**src/rtl/apb_arb_pkg.sv**
```systemverilog
// Shared types and round-robin helper for the APB master arbiter.
// Address/data widths default to 32 unless the build defines them.
`ifndef ADDR_WIDTH
`define ADDR_WIDTH 32
`endif
`ifndef DATA_WIDTH
`define DATA_WIDTH 32
`endif

package apb_arb_pkg;

   localparam int MAX_REQ = 16;
   localparam int IDX_W   = 4;
   localparam int DATA_W  = `DATA_WIDTH;

   typedef enum logic [1:0] {
      IDLE,
      SETUP,
      ACCESS
   } state_t;

   typedef struct packed {
      logic [DATA_W-1:0] rdata;
      logic              slverr;
      logic              timeout;
   } rsp_t;

   // First set bit of req scanning last+1, last+2, ... modulo n.
   function automatic logic [MAX_REQ-1:0] rr_next(
      input logic [MAX_REQ-1:0] req,
      input logic [IDX_W-1:0]   last,
      input int unsigned        n
   );
      logic [MAX_REQ-1:0] g;
      logic               found;
      int unsigned        k;
      g     = '0;
      found = 1'b0;
      for (int unsigned i = 1; i <= MAX_REQ; i++) begin
         k = (32'(last) + i) % n;
         if (i <= n && !found && req[k[IDX_W-1:0]]) begin
            g[k[IDX_W-1:0]] = 1'b1;
            found           = 1'b1;
         end
      end
      return g;
   endfunction

endpackage

```
**src/rtl/apb_rr_arbiter.sv**
```systemverilog
// Round-robin grant selector; owns the last-granted pointer.
import apb_arb_pkg::*;

module apb_rr_arbiter #(
   parameter int NUM_REQ = 4
) (
   input  logic                       PCLK,
   input  logic                       PRESET,
   input  logic [NUM_REQ-1:0]         req,
   input  logic                       enable,
   output logic [NUM_REQ-1:0]         grant,
   output logic [$clog2(NUM_REQ)-1:0] idx
);

   logic [IDX_W-1:0]   rr_last;
   logic [IDX_W-1:0]   idx_full;
   logic [MAX_REQ-1:0] full;

   always_comb begin
      full     = rr_next(MAX_REQ'(req), rr_last, NUM_REQ);
      idx_full = '0;
      for (int i = 0; i < MAX_REQ; i++) begin
         if (full[i]) idx_full = i[IDX_W-1:0];
      end
   end

   assign grant = enable ? full[NUM_REQ-1:0] : '0;
   assign idx   = idx_full[$clog2(NUM_REQ)-1:0];

   // Reset points at the last requester so requester 0 wins first.
   always_ff @(posedge PCLK or posedge PRESET) begin
      if (PRESET) begin
         rr_last <= IDX_W'(NUM_REQ - 1);
      end else if (enable && |req) begin
         rr_last <= idx_full;
      end
   end

endmodule

```
**src/rtl/apb_master_arbiter.sv**
```systemverilog
// APB master shared by NUM_REQ requesters: round-robin grant,
// SETUP/ACCESS sequencing, response return and PREADY timeout.
import apb_arb_pkg::*;

module apb_master_arbiter #(
   parameter int NUM_REQ    = 4,
   parameter int ADDR_WIDTH = `ADDR_WIDTH,
   parameter int DATA_WIDTH = `DATA_WIDTH,
   parameter int TIMEOUT    = 16
) (
   input  logic                          PCLK,
   input  logic                          PRESET,
   input  logic [NUM_REQ-1:0]            req_valid,
   output logic [NUM_REQ-1:0]            req_ready,
   input  logic [NUM_REQ-1:0]            req_write,
   input  logic [NUM_REQ*ADDR_WIDTH-1:0] req_addr,
   input  logic [NUM_REQ*DATA_WIDTH-1:0] req_wdata,
   output logic [NUM_REQ-1:0]            rsp_valid,
   output logic [DATA_WIDTH-1:0]         rsp_rdata,
   output logic                          rsp_slverr,
   output logic                          rsp_timeout,
   output logic                          PSEL,
   output logic                          PENABLE,
   output logic                          PWRITE,
   output logic [ADDR_WIDTH-1:0]         PADDR,
   output logic [DATA_WIDTH-1:0]         PWDATA,
   input  logic                          PREADY,
   input  logic                          PSLVERR,
   input  logic [DATA_WIDTH-1:0]         PRDATA
);

   localparam int IW = $clog2(NUM_REQ);
   localparam int CW = $clog2(TIMEOUT + 1);

   state_t          state;
   logic [IW-1:0]   owner;
   logic [IW-1:0]   idx;
   logic [CW-1:0]   cnt;
   rsp_t            rsp;
   logic            idle;

   // Keep req_ready low while reset is held so every output reads 0.
   assign idle = (state == IDLE) && !PRESET;

   apb_rr_arbiter #(
      .NUM_REQ (NUM_REQ)
   ) u_arb (
      .PCLK   (PCLK),
      .PRESET (PRESET),
      .req    (req_valid),
      .enable (idle),
      .grant  (req_ready),
      .idx    (idx)
   );

   assign rsp_rdata   = DATA_WIDTH'(rsp.rdata);
   assign rsp_slverr  = rsp.slverr;
   assign rsp_timeout = rsp.timeout;

   always_ff @(posedge PCLK or posedge PRESET) begin
      if (PRESET) begin
         state     <= IDLE;
         PSEL      <= 1'b0;
         PENABLE   <= 1'b0;
         PWRITE    <= 1'b0;
         PADDR     <= '0;
         PWDATA    <= '0;
         owner     <= '0;
         cnt       <= '0;
         rsp_valid <= '0;
         rsp       <= '0;
      end else begin
         rsp_valid <= '0;
         unique case (state)
            IDLE: begin
               if (|req_valid) begin
                  owner  <= idx;
                  PWRITE <= req_write[idx];
                  PADDR  <= req_addr[idx*ADDR_WIDTH +: ADDR_WIDTH];
                  PWDATA <= req_wdata[idx*DATA_WIDTH +: DATA_WIDTH];
                  cnt    <= '0;
                  PSEL   <= 1'b1;
                  state  <= SETUP;
               end
            end
            SETUP: begin
               PENABLE <= 1'b1;
               state   <= ACCESS;
            end
            ACCESS: begin
               if (PREADY) begin
                  PSEL      <= 1'b0;
                  PENABLE   <= 1'b0;
                  state     <= IDLE;
                  rsp_valid <= NUM_REQ'(1) << owner;
                  rsp       <= '{
                     rdata:   PWRITE ? '0 : DATA_W'(PRDATA),
                     slverr:  PSLVERR,
                     timeout: 1'b0
                  };
               end else if (cnt >= CW'(TIMEOUT - 1)) begin
                  // This low cycle is the TIMEOUT-th; force termination.
                  cnt       <= CW'(TIMEOUT);
                  PSEL      <= 1'b0;
                  PENABLE   <= 1'b0;
                  state     <= IDLE;
                  rsp_valid <= NUM_REQ'(1) << owner;
                  rsp       <= '{rdata: '0, slverr: 1'b1, timeout: 1'b1};
               end else begin
                  cnt <= cnt + 1'b1;
               end
            end
            default: state <= IDLE;
         endcase
      end
   end

endmodule

```
**config.mk**
```make
export PLATFORM = sky130hd
export DESIGN_NAME = apb_master_arbiter
export DESIGN_NICKNAME = d
export VERILOG_FILES = /design/src/rtl/apb_arb_pkg.sv /design/src/rtl/apb_rr_arbiter.sv /design/src/rtl/apb_master_arbiter.sv
export SDC_FILE = /design/constraint.sdc
export NUM_CORES = 1
export LEC_CHECK = 0
export ABC_AREA = 1
export BUFFER_PORTS_ARGS = -buffer_cell sky130_fd_sc_hd__buf_2
export CAP_MARGIN = 40
export CORE_AREA = 2 2 160 162
export DETAILED_ROUTE_END_ITERATION = 7
export DIE_AREA = 0 0 162 164
export GPL_TIMING_DRIVEN = 0
export MAX_ROUTING_LAYER = met4
export PLACE_DENSITY_LB_ADDON = 0.1
export REMOVE_ABC_BUFFERS = 1
export SYNTH_ARGS = -nofsm -noshare
export SYNTH_HDL_FRONTEND = slang
export SYNTH_SLANG_ARGS = --single-unit
```
**constraint.sdc**
```tcl
create_clock -name PCLK -period 5.23 [get_ports PCLK]
set_input_delay 1.3075 -clock PCLK [delete_from_list [all_inputs] [get_ports PCLK]]
set_output_delay 1.3075 -clock PCLK [all_outputs]
set_load 0.05 [all_outputs]
```
; ---- Yosys cells after proc, flatten, opt, wreduce, memory -nomap -nowiden
; Index checks and enable logic that the tools add are counted.
[op_classes]
n_addsub = 5
magnitude_cmp = 10
eq_ne = 5
shift = 3
mux = 60
bitwise_logic = 3
n_reduce_logical = 24
[op_table]
columns = operator, n
row1 = 128-bit by 8-bit indexed part select with 32-bit output, 2
row2 = 34-bit two-way mux, 2
row3 = 16-bit two-way mux, 3
row4 = 16-bit by 4-bit OR with 16-bit output, 3
row5 = 2-bit two-way mux, 17
row6 = 32-bit two-way mux, 1
row7 = "2-bit by 5-bit less-than comparator with 1-bit output, second input constant", 4
row8 = 4-bit two-way mux, 5
row9 = 1-bit two-way mux, 16
row10 = 5-bit two-way mux, 3
row11 = 1-bit binary-select mux with 2-bit select, 5
row12 = 5-bit case mux with 2 select lines, 1
row13 = 1-bit logical AND, 9
row14 = 1-bit demux with 2-bit select, 4
row15 = "2-bit by 1-bit greater-or-equal comparator with 1-bit output, second input constant", 4
row16 = 2-bit AND reduction, 4
row17 = 2-bit case mux with 3 select lines, 1
row18 = 3-bit AND reduction, 2
row19 = 2-bit nonzero test, 3
row20 = "5-bit by 1-bit adder with 5-bit output, second input constant", 1
row21 = "5-bit by 4-bit greater-or-equal comparator with 1-bit output, second input constant", 1
row22 = "2-bit by 1-bit adder with 2-bit output, second input constant", 2
row23 = "2-bit adder, second input constant", 2
row24 = 1-bit zero test, 4
row25 = other kinds (10), 11
[totals]
register_bits = 116
in_bits = 300
out_inout_bits = 109
word_cells = 123

; ---- Depth between registers and ports, before layout
[logic_depth]
word_depth = 30
mapped_depth = 19
ltp_nobuf = 18

; ---- By module
; From an unflattened synthesis, not the netlist that was laid out.
[hier_totals]
hier_cells = 1023
area_unflattened_um2 = 7005.5
[by_module_without_submodules]
columns = module, instances, cells_per_inst, area_each_um2, seq_area_each_um2
row1 = apb_master_arbiter, 1, 934, 6453.7, 2852.7
row2 = apb_rr_arbiter, 1, 89, 551.8, 52.6

; ---- Worst setup path after synthesis
; Ideal clock, no wire load.
[synth_path]
path_kind = input to output
start = in req_valid[2]
end = out req_ready[3]
arrival_time_ns = 2.974
t_required_ns = 3.923
slack_ns = 0.949
path_stages = 11
n_path_buf = 2
cell_sequence = nand2_1 nand3_2 nand2_4 nand2_4 nor2_4 nand2_1 nand3_2 inv_2 buf_4 buf_2 nor2_1
[synth_via]
elab_chain_cells = 13
elab_cells_between_ends = 25
classes_between = mux (16) / bitwise (3) / reduce/logical (6)
[synth_rtl]
columns = element, line
row1 = start: declaration, apb_master_arbiter.sv:13  ; input logic [NUM_REQ-1:0] req_valid,
row2 = 1-bit binary-select mux with 2-bit select, apb_arb_pkg.sv:41  ; if (i <= n && !found && req[k[IDX_W-1:0]]) begin
row3 = 1-bit two-way mux (implied by the code), apb_arb_pkg.sv:41
row4 = 1-bit two-way mux, apb_arb_pkg.sv:41
row5 = 1-bit zero test, apb_arb_pkg.sv:41
row6 = 1-bit logical AND, apb_arb_pkg.sv:41
row7 = 1-bit two-way mux, apb_arb_pkg.sv:41
row8 = 1-bit zero test, apb_arb_pkg.sv:41
row9 = 1-bit logical AND, apb_arb_pkg.sv:41
row10 = 1-bit two-way mux, apb_arb_pkg.sv:41
row11 = 1-bit zero test, apb_arb_pkg.sv:41
row12 = 1-bit logical AND, apb_arb_pkg.sv:41
row13 = 16-bit two-way mux (*), apb_arb_pkg.sv:41
row14 = 4-bit two-way mux (*), apb_rr_arbiter.sv:27  ; assign grant = enable ? full[NUM_REQ-1:0] : '0;
row15 = end: declaration, apb_master_arbiter.sv:14  ; output logic [NUM_REQ-1:0] req_ready,
; Every way passes the cells marked *; elsewhere a longest branch is shown, timed or not. The select of a mux whose other input is x is not followed.

; ---- Final worst setup path
[layout_path]
start = reg u_arb.rr_last[0]
end = out req_ready[3]
[layout_via]
elab_chain_cells = 14
elab_cells_between_ends = 49
classes_between = add/sub (4) / order compare (8) / mux (24) / bitwise (3) / reduce/logical (10)
[layout_rtl]
columns = element, line
row1 = start: declaration, apb_rr_arbiter.sv:15  ; logic [IDX_W-1:0] rr_last;
row2 = start signal: assignment, apb_rr_arbiter.sv:33  ; rr_last <= IDX_W'(NUM_REQ - 1);
row3 = start signal: assignment, apb_rr_arbiter.sv:35  ; rr_last <= idx_full;
row4 = "parallel branches: the longest is 12 deep, another holds 2-bit by 5-bit less-than comparator with 1-bit output", n/a
row5 = 16-bit two-way mux (*), apb_arb_pkg.sv:41
row6 = 4-bit two-way mux (*), apb_rr_arbiter.sv:27
; Every way passes the cells marked *. The select of a mux whose other input is x is not followed.

==> impl_results.md <==
- Run status: complete, no violations
- Synth top area cells: dfrtp_1 35%, nand2_1 21%, nor2_1 11%
- WP data required: 3.92 ns
- WL final: between 20,000 and 30,000 um
- CTS resizes: 1
- Highest clock rate: 0.204 GHz
- Core Area: 24,800 sq um
- Share of layout cells above drive strength 1: 0.289
- Mapped Area: 8040 sq um
- Critical path's top delay family: buffers and inverters
- Layout area overhead: 38.6%
- Drt first pass iters: 5
- Sequential share of the synthesized area: 0.362
- # rows: 58
- Post-synth EDFFs: 0
- Worst Path Max Fanout: 46
- Fin Clk Skew: 0.00985 ns
- Number of global-route vias before repair: roughly 8,600
- Multi-input logic area: 4000 sq um
- FF+latch area: 2910 sq um
- Post-CTS Hold Buffers: 0
- Syn Area/Cell: 6.26 sq um
- GPL Wtd Cong: about 0.82
- WL per Instance: 15.0 um
- HP Start: owner[0]
- Share of the synthesized area in the top cell type: 0.355
- Iteration-0 DRC count of the detailed router: 400
- Final nets: 1,959
- GRT overflow: 0
- Post-synthesis sequential element count: between 100 and 150
- Crit Path Class: reg -> out
- Starting density of the core: 0.324
- Fraction of registers with async set or reset after synthesis: 1.00
- Warnings from Yosys: 0
- DRT met1 WL: 12,400 um
- RSZ-0062 raised after global routing: no
- Antenna violations before repair: 4
- Top cell type by total area after synthesis: dfrtp_1
- Worst setup path startpoint: u_arb.rr_last[0]
- Input/output buffers: 408
- CP Cell Sequence: inv_2, ha_1, inv_1, nand3_1, nand2_1, nand2_1, nor2_4, nand2_1, nand3_4, buf_12, inv_8, buf_12, nor2_1, buf_2
- DIE AREA: 26,600 sq um
- Highest routed layer: met4
- WL met2: 14,800 um
- Clock sink total: 116
- Metal3 WL: 2270 um
- Type of origin of the critical path: flip-flop
- Final ANT Viol Nets: 0
- Layout fillers: 2,742
- Worst r2r src: u_arb.rr_last[0]
- Final instance area: between 10,000 and 15,000 sq um
- Slew Viols, Final: 0
- Tightest Pin Transition: between 0.7 and 0.8 ns
- Yosys cell types: 34
- First-pass GRT wire length: between 40,000 and 50,000 um
- Vias: 9,090
- Worst path slowest cell: dfstp_2
- Ys flop type: dfrtp_1
- CP max stage delay: 0.64 ns
- Critical Path AT: 3.58 ns
- Placed wire-length estimate: 21,700 um
- MaxCap Viol Count: 0
- Clock Latency Late Sink: 0.42 ns
- Post-route DRC: 0
- Final setup vio count: 0
- Placed Area: 10,500 sq um
- Top-level port count: just over 400
- CTS buffer count: 17
- CP dominant cell by count: nand2_1
- CP Capture Type: primary output
- Post-Synthesis Cells: around 1,300
- Largest net degree at the start of global routing: 67
- Hold Fails Final Rpt: 0
- GRT Util Overall: 0.226
- Die height: 164 um
- CTS HTree Levels: 4
- CTS tree: yes
- Worst-path clk slew: 0.06 ns
- Final period utilization: 0.935
- Tightest hold margin: 0.468 ns
- Worst hold path class: reg -> reg
- Die Wd: ~160 um
- Vias/cell: between 4 and 5
- Root Buffer: clkbuf_16
- Clk buf depth: 2
- Min Tclk post-route: 4.89 ns
- Buf+Inv Stages, Crit Path: 6
- Relative slew slack: 0.522
- Post-CTS Setup Bufs: 0
==> stage by stage <==
| step | std cells | setup TNS, ns | utilization | setup slack, ns |
|---|---|---|---|---|
| after floorplan | 1206 | -182.75 | - | -4.39 |
| after global placement | 1944 | -588.64 | 0.407 | -10.04 |
| after detailed placement | 1960 | -0.0407 | 0.423 | -0.0407 |
| after CTS | 1992 | 0 | 0.448 | 0.102 |
| after global routing | 1996 | 0 | 0.449 | 0.0693 |
| final | 1996 | 0 | 0.449 | 0.338 |
==> sequential cells by signal (all words and copies together) (netlist names) <==
signal,flops
PENABLE,1
PADDR,32
owner,2
u_arb.rr_last,2
rsp_valid,4
rsp_rdata,32
cnt,5
rsp_timeout,1
rsp_slverr,1
PWRITE,1
PSEL,1
PWDATA,32
state,2
==> worst reg2reg max path, delay by kind of cell (launching register included) <==
| kind | cells | cell delay, ns |
|---|---|---|
| buffers and inverters | 6 | 1.45 |
| adder cells (fa/ha/maj) | 1 | 0.36 |
| AO/OA/AOI/OAI | 1 | 0.14 |
| AND/OR/NAND/NOR | 9 | 1.50 |
| flip-flops | 1 | 0.64 |
==> kinds of logic (layout without fill, tap and decap cells) <==
group | count (synthesis) | after routing | synth area share
AND/OR/NAND/NOR | 777 | 777 | 0.394
multiplexers | 1 | 1 | 0.00125
other | 0 | 4 | 0
AO/OA/AOI/OAI | 96 | 96 | 0.0814
adder cells (fa/ha/maj) | 10 | 10 | 0.0156
flip-flops | 116 | 116 | 0.362
buffers and inverters | 283 | 662 | 0.146
==> Yosys cell counts, types with 5 or more instances <==
cell      count
buf_4         6
ha_1         10
a32o_1       32
dfrtp_1     114
inv_1       199
o21ai_0       5
a21oi_1      53
nand4_1      49
clkbuf_1     32
buf_2        30
nand3_1      28
nor2_1      227
nand2_1     452
nand2_2       5
buf_6         7
==> path summary, 6_finish.rpt <==
check | end | slack, ns | cells after the start
setup / recovery | req_ready[3] | 0.34 | 14
hold / removal | rsp_valid[2] | 0.47 | 1
setup reg to reg | PADDR[30] | 1.06 | 17
hold reg to reg | rsp_valid[2] | 0.47 | 1
max in group asynchronous | u_arb.rr_last[1] | 3.50 | 3
min in group asynchronous | PADDR[12] | 1.01 | 2
==> placed cells by master, fill, tap and decap left out, drive strengths merged <==
cell type and count:
a21oi 53, nor4 1, diode 4, ha 10, mux2i 1, inv 206, and2 1, o21ai 6
bufinv 4, clkbuf 18, a211oi 1, dfstp 2, nand3b 1, a32oi 1, a2bb2oi 1, nor2 231
a32o 32, o21a 1, buf 424, nor3 4, nand2 459, clkinv 10, o22ai 1, dfrtp 114
nand4 49, nand3 31
==> layout make-up <==
cell class / instances / area share
antenna: 4 / 0.000898
clock buffer: 18 / 0.0385
clock inverter: 14 / 0.0180
inverter: 206 / 0.0705
multi-input combinational: 884 / 0.359
sequential: 116 / 0.261
tap: 330 / 0.0371
timing repair buffer: 424 / 0.215
==> layer usage <==
layer | global-route usage | vias to the layer above
li1 | - | 4641
met1 | 0.258 | 4123
met2 | 0.390 | 300
met3 | 0.0717 | 26
met4 | 0.0511 | 0
met5 | - | -
Power is left out: the tool's default activity adds up to more than one toggle a clock period on the data nets, which glitch-free logic cannot reach.
